===== src/rtl/ts_sync_aligner_pkg.sv =====
// Shared constants and FSM encoding for the MPEG-TS sync aligner.
package ts_sync_aligner_pkg;

   localparam logic [7:0] TS_SYNC_BYTE = 8'h47;
   localparam int         TS_PKT_LEN   = 188;

   typedef enum logic [1:0] {
      SEARCH = 2'd0,
      VERIFY = 2'd1,
      LOCK   = 2'd2
   } ts_state_e;

endpackage


===== src/rtl/ts_sync_aligner.sv =====
// Byte-wide MPEG-TS synchroniser: hunts for 0x47, confirms packet spacing,
// then forwards only whole aligned packets with a packet-start strobe.
module ts_sync_aligner
   import ts_sync_aligner_pkg::*;
#(
   parameter int PKT_LEN    = TS_PKT_LEN,
   parameter int LOCK_CNT   = 3,
   parameter int UNLOCK_CNT = 3
) (
   input  logic       CLK,
   input  logic       RST,
   input  logic [7:0] DATA_IN,
   input  logic       DVALID_IN,
   output logic [7:0] DATA_OUT,
   output logic       DVALID_OUT,
   output logic       PSYNC_OUT,
   output logic       LOCKED,
   output logic [7:0] SYNC_LOSS_CNT
);

   localparam int               POS_W        = $clog2(PKT_LEN);
   localparam logic [POS_W-1:0] POS_LAST     = POS_W'(PKT_LEN - 1);
   localparam logic [POS_W-1:0] POS_ONE      = POS_W'(1);
   localparam logic [3:0]       LOCK_CNT_W   = 4'(LOCK_CNT);
   localparam logic [3:0]       UNLOCK_CNT_W = 4'(UNLOCK_CNT);

   ts_state_e        r_state;
   ts_state_e        w_state_nxt;
   logic [POS_W-1:0] r_pos;
   logic [POS_W-1:0] w_pos_nxt;
   logic [3:0]       r_good;
   logic [3:0]       w_good_nxt;
   logic [3:0]       r_miss;
   logic [3:0]       w_miss_nxt;
   logic             r_tei;
   logic             w_tei_nxt;

   logic             w_is_sync;
   logic             w_at_sync;
   logic [3:0]       w_good_inc;
   logic [3:0]       w_miss_inc;

   logic             w_fwd;
   logic             w_psync;
   logic [7:0]       w_data;
   logic             w_loss;

   logic [7:0]       r_data_out;
   logic             r_dvalid_out;
   logic             r_psync_out;
   logic             r_locked;
   logic [7:0]       r_loss_cnt;

   assign w_is_sync  = (DATA_IN == TS_SYNC_BYTE);
   assign w_at_sync  = (r_pos == '0);
   assign w_good_inc = r_good + 4'd1;
   assign w_miss_inc = r_miss + 4'd1;

   always_ff @(posedge CLK or negedge RST) begin
      if (!RST) begin
         r_state <= SEARCH;
         r_pos   <= '0;
         r_good  <= 4'd0;
         r_miss  <= 4'd0;
         r_tei   <= 1'b0;
      end else begin
         r_state <= w_state_nxt;
         r_pos   <= w_pos_nxt;
         r_good  <= w_good_nxt;
         r_miss  <= w_miss_nxt;
         r_tei   <= w_tei_nxt;
      end
   end

   // Next state and packet counters; everything holds while DVALID_IN is low.
   always_comb begin
      w_state_nxt = r_state;
      w_pos_nxt   = r_pos;
      w_good_nxt  = r_good;
      w_miss_nxt  = r_miss;
      w_tei_nxt   = r_tei;
      if (DVALID_IN) begin
         w_pos_nxt = (r_pos == POS_LAST) ? '0 : r_pos + POS_ONE;
         w_tei_nxt = 1'b0;
         case (r_state)
            SEARCH: begin
               if (w_is_sync) begin
                  w_pos_nxt  = POS_ONE;
                  w_good_nxt = 4'd1;
                  w_miss_nxt = 4'd0;
                  if (LOCK_CNT_W == 4'd1) begin
                     w_state_nxt = LOCK;
                  end else begin
                     w_state_nxt = VERIFY;
                  end
               end else begin
                  w_pos_nxt = '0;
               end
            end
            VERIFY: begin
               if (w_at_sync && w_is_sync) begin
                  w_good_nxt = w_good_inc;
                  if (w_good_inc == LOCK_CNT_W) begin
                     w_state_nxt = LOCK;
                     w_miss_nxt  = 4'd0;
                  end else begin
                     w_state_nxt = VERIFY;
                  end
               end else if (w_at_sync) begin
                  w_state_nxt = SEARCH;
                  w_pos_nxt   = '0;
                  w_good_nxt  = 4'd0;
                  w_miss_nxt  = 4'd0;
               end else begin
                  w_state_nxt = VERIFY;
               end
            end
            LOCK: begin
               if (w_at_sync && w_is_sync) begin
                  w_miss_nxt = 4'd0;
               end else if (w_at_sync && (w_miss_inc < UNLOCK_CNT_W)) begin
                  w_miss_nxt = w_miss_inc;
                  w_tei_nxt  = 1'b1;
               end else if (w_at_sync) begin
                  w_state_nxt = SEARCH;
                  w_pos_nxt   = '0;
                  w_good_nxt  = 4'd0;
                  w_miss_nxt  = 4'd0;
               end else begin
                  w_state_nxt = LOCK;
               end
            end
            default: begin
               w_state_nxt = SEARCH;
               w_pos_nxt   = '0;
               w_good_nxt  = 4'd0;
               w_miss_nxt  = 4'd0;
            end
         endcase
      end else begin
         w_tei_nxt = r_tei;
      end
   end

   // Forwarding decision: a repaired sync gets 0x47, the byte after it gets TEI.
   always_comb begin
      w_fwd   = 1'b0;
      w_psync = 1'b0;
      w_data  = DATA_IN;
      w_loss  = 1'b0;
      if (DVALID_IN) begin
         case (r_state)
            SEARCH: begin
               if (w_is_sync && (LOCK_CNT_W == 4'd1)) begin
                  w_fwd   = 1'b1;
                  w_psync = 1'b1;
               end else begin
                  w_fwd = 1'b0;
               end
            end
            VERIFY: begin
               if (w_at_sync && w_is_sync && (w_good_inc == LOCK_CNT_W)) begin
                  w_fwd   = 1'b1;
                  w_psync = 1'b1;
               end else begin
                  w_fwd = 1'b0;
               end
            end
            LOCK: begin
               w_fwd = 1'b1;
               if (w_at_sync && w_is_sync) begin
                  w_psync = 1'b1;
               end else if (w_at_sync && (w_miss_inc < UNLOCK_CNT_W)) begin
                  w_psync = 1'b1;
                  w_data  = TS_SYNC_BYTE;
               end else if (w_at_sync) begin
                  w_fwd  = 1'b0;
                  w_loss = 1'b1;
               end else if (r_tei) begin
                  w_data = DATA_IN | 8'h80;
               end else begin
                  w_data = DATA_IN;
               end
            end
            default: begin
               w_fwd = 1'b0;
            end
         endcase
      end else begin
         w_fwd = 1'b0;
      end
   end

   // One-cycle registered output stage.
   always_ff @(posedge CLK or negedge RST) begin
      if (!RST) begin
         r_data_out   <= 8'h00;
         r_dvalid_out <= 1'b0;
         r_psync_out  <= 1'b0;
         r_locked     <= 1'b0;
         r_loss_cnt   <= 8'h00;
      end else begin
         r_dvalid_out <= w_fwd;
         r_psync_out  <= w_psync;
         r_locked     <= (w_state_nxt == LOCK);
         if (w_fwd) begin
            r_data_out <= w_data;
         end
         if (w_loss && (r_loss_cnt != 8'hFF)) begin
            r_loss_cnt <= r_loss_cnt + 8'd1;
         end
      end
   end

   assign DATA_OUT      = r_data_out;
   assign DVALID_OUT    = r_dvalid_out;
   assign PSYNC_OUT     = r_psync_out;
   assign LOCKED        = r_locked;
   assign SYNC_LOSS_CNT = r_loss_cnt;

endmodule


===== config.mk =====
export PLATFORM = sky130hd
export DESIGN_NAME = ts_sync_aligner
export DESIGN_NICKNAME = d
export VERILOG_FILES = /design/src/rtl/ts_sync_aligner_pkg.sv /design/src/rtl/ts_sync_aligner.sv
export SDC_FILE = /design/constraint.sdc
export NUM_CORES = 1
export LEC_CHECK = 0
export CAP_MARGIN = 20
export CORE_ASPECT_RATIO = 1.1
export CORE_MARGIN = 2
export CORE_UTILIZATION = 40
export DETAILED_ROUTE_END_ITERATION = 10
export GPL_TIMING_DRIVEN = 0
export PLACE_DENSITY_LB_ADDON = 0.15
export SLEW_MARGIN = 20
export SYNTH_ARGS = -nofsm -noshare
export SYNTH_HDL_FRONTEND = slang
export SYNTH_SLANG_ARGS = --single-unit

===== constraint.sdc =====
create_clock -name CLK -period 3.7 [get_ports CLK]
set_input_delay 0.74 -clock CLK [delete_from_list [all_inputs] [get_ports CLK]]
set_output_delay 0.74 -clock CLK [all_outputs]
set_load 0.03 [all_outputs]

* Word level (Yosys, flattened, before mapping)
Index checks and enable logic that the tools add are counted.
Word-level totals: register bits 38, input bits 11, logic and storage cells 86
Cells by class: add/subtract/negate cells 4, $lt $le $gt $ge 1, eq/ne operators 11, muxes and demuxes 52, reduce and logical (&&, ||, !) cells 8
Operators by type and width (number):
- two-way mux 8 bit | 11
- two-way mux 4 bit | 11
- case mux 4 bit (3 select lines) | 2
- case mux 8 bit (3 select lines) | 1
- two-way mux 1 bit | 17
- adder 8 x 1 -> 8 bit (second input constant) | 2
- two-way mux 2 bit | 7
- adder 4 x 1 -> 4 bit (second input constant) | 2
- == test 8 x 7 -> 1 bit (second input constant) | 1
- == test 8 bit (second input constant) | 1
- zero test 8 bit | 1
- != test 8 bit (second input constant) | 1
- != test 2 bit (second input constant) | 3
- case mux 2 bit (3 select lines) | 1
- == test 2 bit (second input constant) | 2
- == test 4 x 2 -> 1 bit (second input constant) | 1
- logical AND 1 bit | 4
- < comparator 4 x 2 -> 1 bit (second input constant) | 1
- case mux 1 bit (2 select lines) | 2
- AND reduction 4 bit | 1
- != test 3 bit (second input constant) | 1
- AND reduction 3 bit | 1
- == test 2 x 1 -> 1 bit (second input constant) | 1
- zero test 2 bit | 1

* Depth between registers and ports, before layout
Gate-level depths: netlist (run 1).
word-level depth 8, mapped depth 9

* Least setup slack after synthesis (run 1)
OpenSTA, ideal clock, no wires.
kind in2reg, from input port DATA_IN[4], to register r_data_out[3], in the netlist DATA_OUT[3], setup time 0.121 ns, data arrival time 2.045 ns, data required time 3.579 ns, path slack 1.534 ns, cell stages on the path 6, cell sequence nor4b_2 and4_4 and3_4 nand2b_4 a21o_4 a22o_1
Between the ends: cells in the longest elaborated chain, start to end 6, elaborated cells between the ends (all ways) 10
RTL lines:
- start, declared | line ts_sync_aligner.sv:12 | input logic [7:0] DATA_IN,
- == test 8 x 7 -> 1 bit * | line ts_sync_aligner.sv:54 | assign w_is_sync = (DATA_IN == TS_SYNC_BYTE);
- logical AND 1 bit * | line ts_sync_aligner.sv:162, ts_sync_aligner.sv:171
- logical AND 1 bit | line ts_sync_aligner.sv:162 | if (w_at_sync && w_is_sync && (w_good_inc == LOCK_CNT_W)) begin
- two-way mux 1 bit | line ts_sync_aligner.sv:162
- case mux 1 bit (2 select lines) | line ts_sync_aligner.sv:152 | case (r_state)
- two-way mux 1 bit | line ts_sync_aligner.sv:151 | if (DVALID_IN) begin
- end signal, assigned | line ts_sync_aligner.sv:207 | r_data_out <= w_data;
- end, declared | line ts_sync_aligner.sv:48 | logic [7:0] r_data_out;
Mark *: on every way between the ends. The rest lies on a longest branch, timed or not. A chain may end at the register's enable or synchronous reset.

* Worst setup path after layout (run 1)
from input port DATA_IN[4], to register r_pos[2]
Between the ends: cells in the longest elaborated chain, start to end 4, elaborated cells between the ends (all ways) 5
RTL lines:
- == test 8 x 7 -> 1 bit * | line ts_sync_aligner.sv:54
- logical AND 1 bit * | line ts_sync_aligner.sv:101, ts_sync_aligner.sv:119
- two-way mux 8 bit, on equally long branches | line ts_sync_aligner.sv:119, ts_sync_aligner.sv:101
- case mux 8 bit (3 select lines) * | line ts_sync_aligner.sv:85 | case (r_state)
- end signal, assigned | line ts_sync_aligner.sv:68 | r_pos <= w_pos_nxt;
- end, declared | line ts_sync_aligner.sv:29 | logic [POS_W-1:0] r_pos;
Marked as above.

==> results by group, run 1 <==
Placement
  – IO buf count: 29
  – DP HPWL: 3.50 mm
  – GPL Wtd Cong: around 0.81

Floorplanning
  – Die Footprint: around 6000 µm²
  – Starting Density: 0.408
  – Die height: between 80 and 90 µm
  – Top Ports: 30
  – Die width: around 74 µm
  – CORE AREA: 5330 µm²
  – # rows: 28

Synthesis
  – Sequential area share after synthesis: 0.438
  – Yosys cell types: 54
  – Synth Register Bits: 38
  – Synth async-reset ratio: 1.00
  – Mapped Area: approximately 2200 µm²
  – Synth top area share: 0.438
  – Post-Syn Instances: 219
  – Synth area leader: dfrtp_1
  – Top_reg_cell synth: dfrtp_1
  – Yosys warns: 0
  – Mapped Avg Cell Area: 9.91 µm²
  – Syn Nets: about 240
  – Dominant cells by area after synthesis: dfrtp_1 (44%), ha_1 (6.3%), nand2_1 (4.3%)
  – EDFF count, synth: 0

Finish
  – Fill cells: 524
  – Multi-input gate area in the final layout: approximately 1100 µm²
  – Commonest non-fill, non-tap cell in the layout: dfrtp_1
  – Most frequent cells in the layout: dfrtp_1 (38), clkdlybuf4s50_1 (28), nand2_1 (25), inv_1 (14), ha_1 (11)
  – Final core area utilization: 0.504
  – Area Overhead vs Synth: 23.7%
  – # diodes: 0
  – Fraction of layout cells with a size suffix above 1: 0.0973
  – Register area: 951 µm²
  – Nets: approximately 280

Setup path
  – CP arrival: about 2.8 ns
  – Worst setup EP type: flip-flop
  – Worst Path Required: 3.94 ns
  – Crit path kind: primary input to flip-flop
  – Critical path launch point type: primary input
  – R2R depth: 8
  – Crit path max fanout: 6

STA
  – RSZ-0062 raised after global routing: no
  – Setup TNS Final: 0 ns
  – Final slew viol count: 0
  – Slew headroom: 0.498
  – Layout Skew: approximately 0.0077 ns
  – Final Cycle Share: 0.681
  – Period minus WS final: about 2.5 ns
  – Final setup viols: 0
  – Fmax: between 0.3 and 0.4 GHz
  – Min Hold Slack: around 0.4 ns
  – Slew @ Worst Pin: around 0.75 ns
  – Endpoints failing hold: 0

Clock network
  – Post-CTS Hold Buffers: 0
  – CTS H-Tree Depth: 2
  – TritonCTS Sinks: 38
  – Root buffer cell: clkbuf_8
  – Clock transition at path regs: approximately 0.080 ns
  – Setup repair bufs after CTS: 0
  – CTS buffer count: 5
  – CTS tree: built
  – Worst-Skew Late Latency: 0.29 ns
  – Post-CTS Resized: 0
  – CTS max path bufs: 2

Global route
  – Largest net degree at the start of global routing: 21
  – Grt ovf: 0
  – Initial antenna violation count: 0
  – Total GRT Usage: 0.176
  – Vias in the first global route: approximately 1700
  – Global-route wire length before repair: 8.08 mm

Detailed routing
  – Post-Route WL: 4.81 mm
  – DR DRC count: 0
  – Met3 WL: between 200 and 250 µm
  – Drt first pass iters: 4
  – Routed Antenna Nets: 0
  – Via/cell ratio: between 5 and 6
  – Via Count: around 1800
  – Top Metal Used: met4
  – Initial DRC Count: 100
  – Routed wl met2: roughly 2.3 mm
  – Wirelength per Cell: approximately 14 µm
  – M1 wire length: about 2.3 mm

Power
  – LEAKAGE: approximately 1.2 nW
  – Pwr/cell area: between 500 and 600 nW/µm²
  – Worst vdd ir: about 0.00024 V

Hold path
  – Worst min-delay path class: primary input to async pin

Status
  – Status: complete, no violations

Run
  – Max Cap Viol: 0
-- routing by layer --
metal,global-route usage,up-vias
met5,0,-
met4,0.0643,0
met3,0.0422,5
met2,0.287,42
met1,0.227,856
li1,-,877
-- path summary, 6_finish.rpt --
path	from	slack, ns	to
setup / recovery	DATA_IN[4]	1.18	r_pos[2]
hold / removal	RST	0.40	DATA_OUT[5]
setup reg to reg	r_good[0]	1.48	DATA_OUT[2]
hold reg to reg	DATA_OUT[7]	0.50	DATA_OUT[7]
max in group asynchronous	RST	2.83	r_good[2]
min in group CLK	DATA_OUT[7]	0.50	DATA_OUT[7]
-- power by group --
part	internal [mW]	switching, mW
sequential	0.496	0.0824
combinational	0.198	0.237
clock	0.199	0.152
-- worst max-delay path, cell delays in order --
cell and delay, ns:
clkdlybuf4s50_1 0.44, nor4b_2 0.38, nand4_2 0.29, nand2_1 0.20, o21ai_1 0.12, a2111oi_1 0.42
a221o_1 0.16
-- synth_stat cells (2+ instances only) --
| master | number |
|---|---|
| a211o_1 | 4 |
| a21o_1 | 3 |
| a21oi_1 | 10 |
| a221o_1 | 2 |
| a221oi_2 | 2 |
| a22o_1 | 5 |
| a31oi_1 | 5 |
| and3_1 | 5 |
| clkbuf_1 | 2 |
| dfrtp_1 | 38 |
| ha_1 | 11 |
| inv_1 | 14 |
| nand2_1 | 25 |
| nand2b_1 | 2 |
| nand3_1 | 10 |
| nand3b_1 | 2 |
| nand4_1 | 3 |
| nor2_1 | 10 |
| nor2b_1 | 6 |
| nor3_1 | 4 |
| nor4b_2 | 2 |
| o211ai_1 | 2 |
| o21ai_0 | 9 |
| o22a_1 | 5 |
| o22ai_1 | 2 |
| xnor2_1 | 5 |
| xor2_1 | 4 |
-- final cells by class --
cell class / count / share of cell area
Multi-Input combinational cell: 162 / 0.423
Sequential cell: 38 / 0.354
Timing Repair Buffer: 30 / 0.116
Tap cell: 75 / 0.0349
Clock buffer: 5 / 0.0256
Inverter: 15 / 0.0210
Clock inverter: 3 / 0.0149
Buffer: 4 / 0.00978
-- per-stage QoR --
| stage | total power, mW | cells | area, µm² | setup WS, ns |
|---|---|---|---|---|
| 5_1_grt | 1.46 | 332 | 2690 | 1.03 |
| 2_1_floorplan | 0.874 | 219 | 2170 | 1.53 |
| 4_1_cts | 1.38 | 332 | 2690 | 1.21 |
| 3_5_place_dp | 1.02 | 324 | 2580 | 0.886 |
| 3_3_place_gp | 1.01 | 323 | 2550 | 0.894 |
| 6_report | 1.36 | 332 | 2690 | 1.18 |
-- registers in the layout (all words and copies together), names as in the netlist --
signal,cells
DATA_OUT,8
DVALID_OUT,1
LOCKED,1
PSYNC_OUT,1
SYNC_LOSS_CNT,8
r_good,4
r_miss,4
r_pos,8
r_state,2
r_tei,1
-- kinds of logic after synthesis --
group | count (synthesis) | share of synthesized area
compound gates | 60 | 0.206
xor+xnor | 9 | 0.0363
fa+ha+maj | 11 | 0.0634
buf+inv | 19 | 0.0380
flops | 38 | 0.438
mux | 1 | 0.00461
simple gates | 81 | 0.214
Note: power is estimated with default switching activity, not from simulation.
==> inputs of run 2 (changes only) <==
Clock period 3.7 ns to 2.52 ns, I/O delays scaled along.
==> results of run 2 <==
The final DEF is identical to that of run 1. Status: complete, no violations.
Main changes from that run: setup slack after placement 0.886 ns -> -0.0579 ns; setup slack after layout 1.18 ns -> 0.238 ns; hold slack 0.399 ns -> 0.163 ns; register-to-register setup slack 1.48 ns -> 0.30 ns; total power 1.36 mW -> 2.00 mW; worst IR drop on VDD 0.000241 V -> 0.000354 V
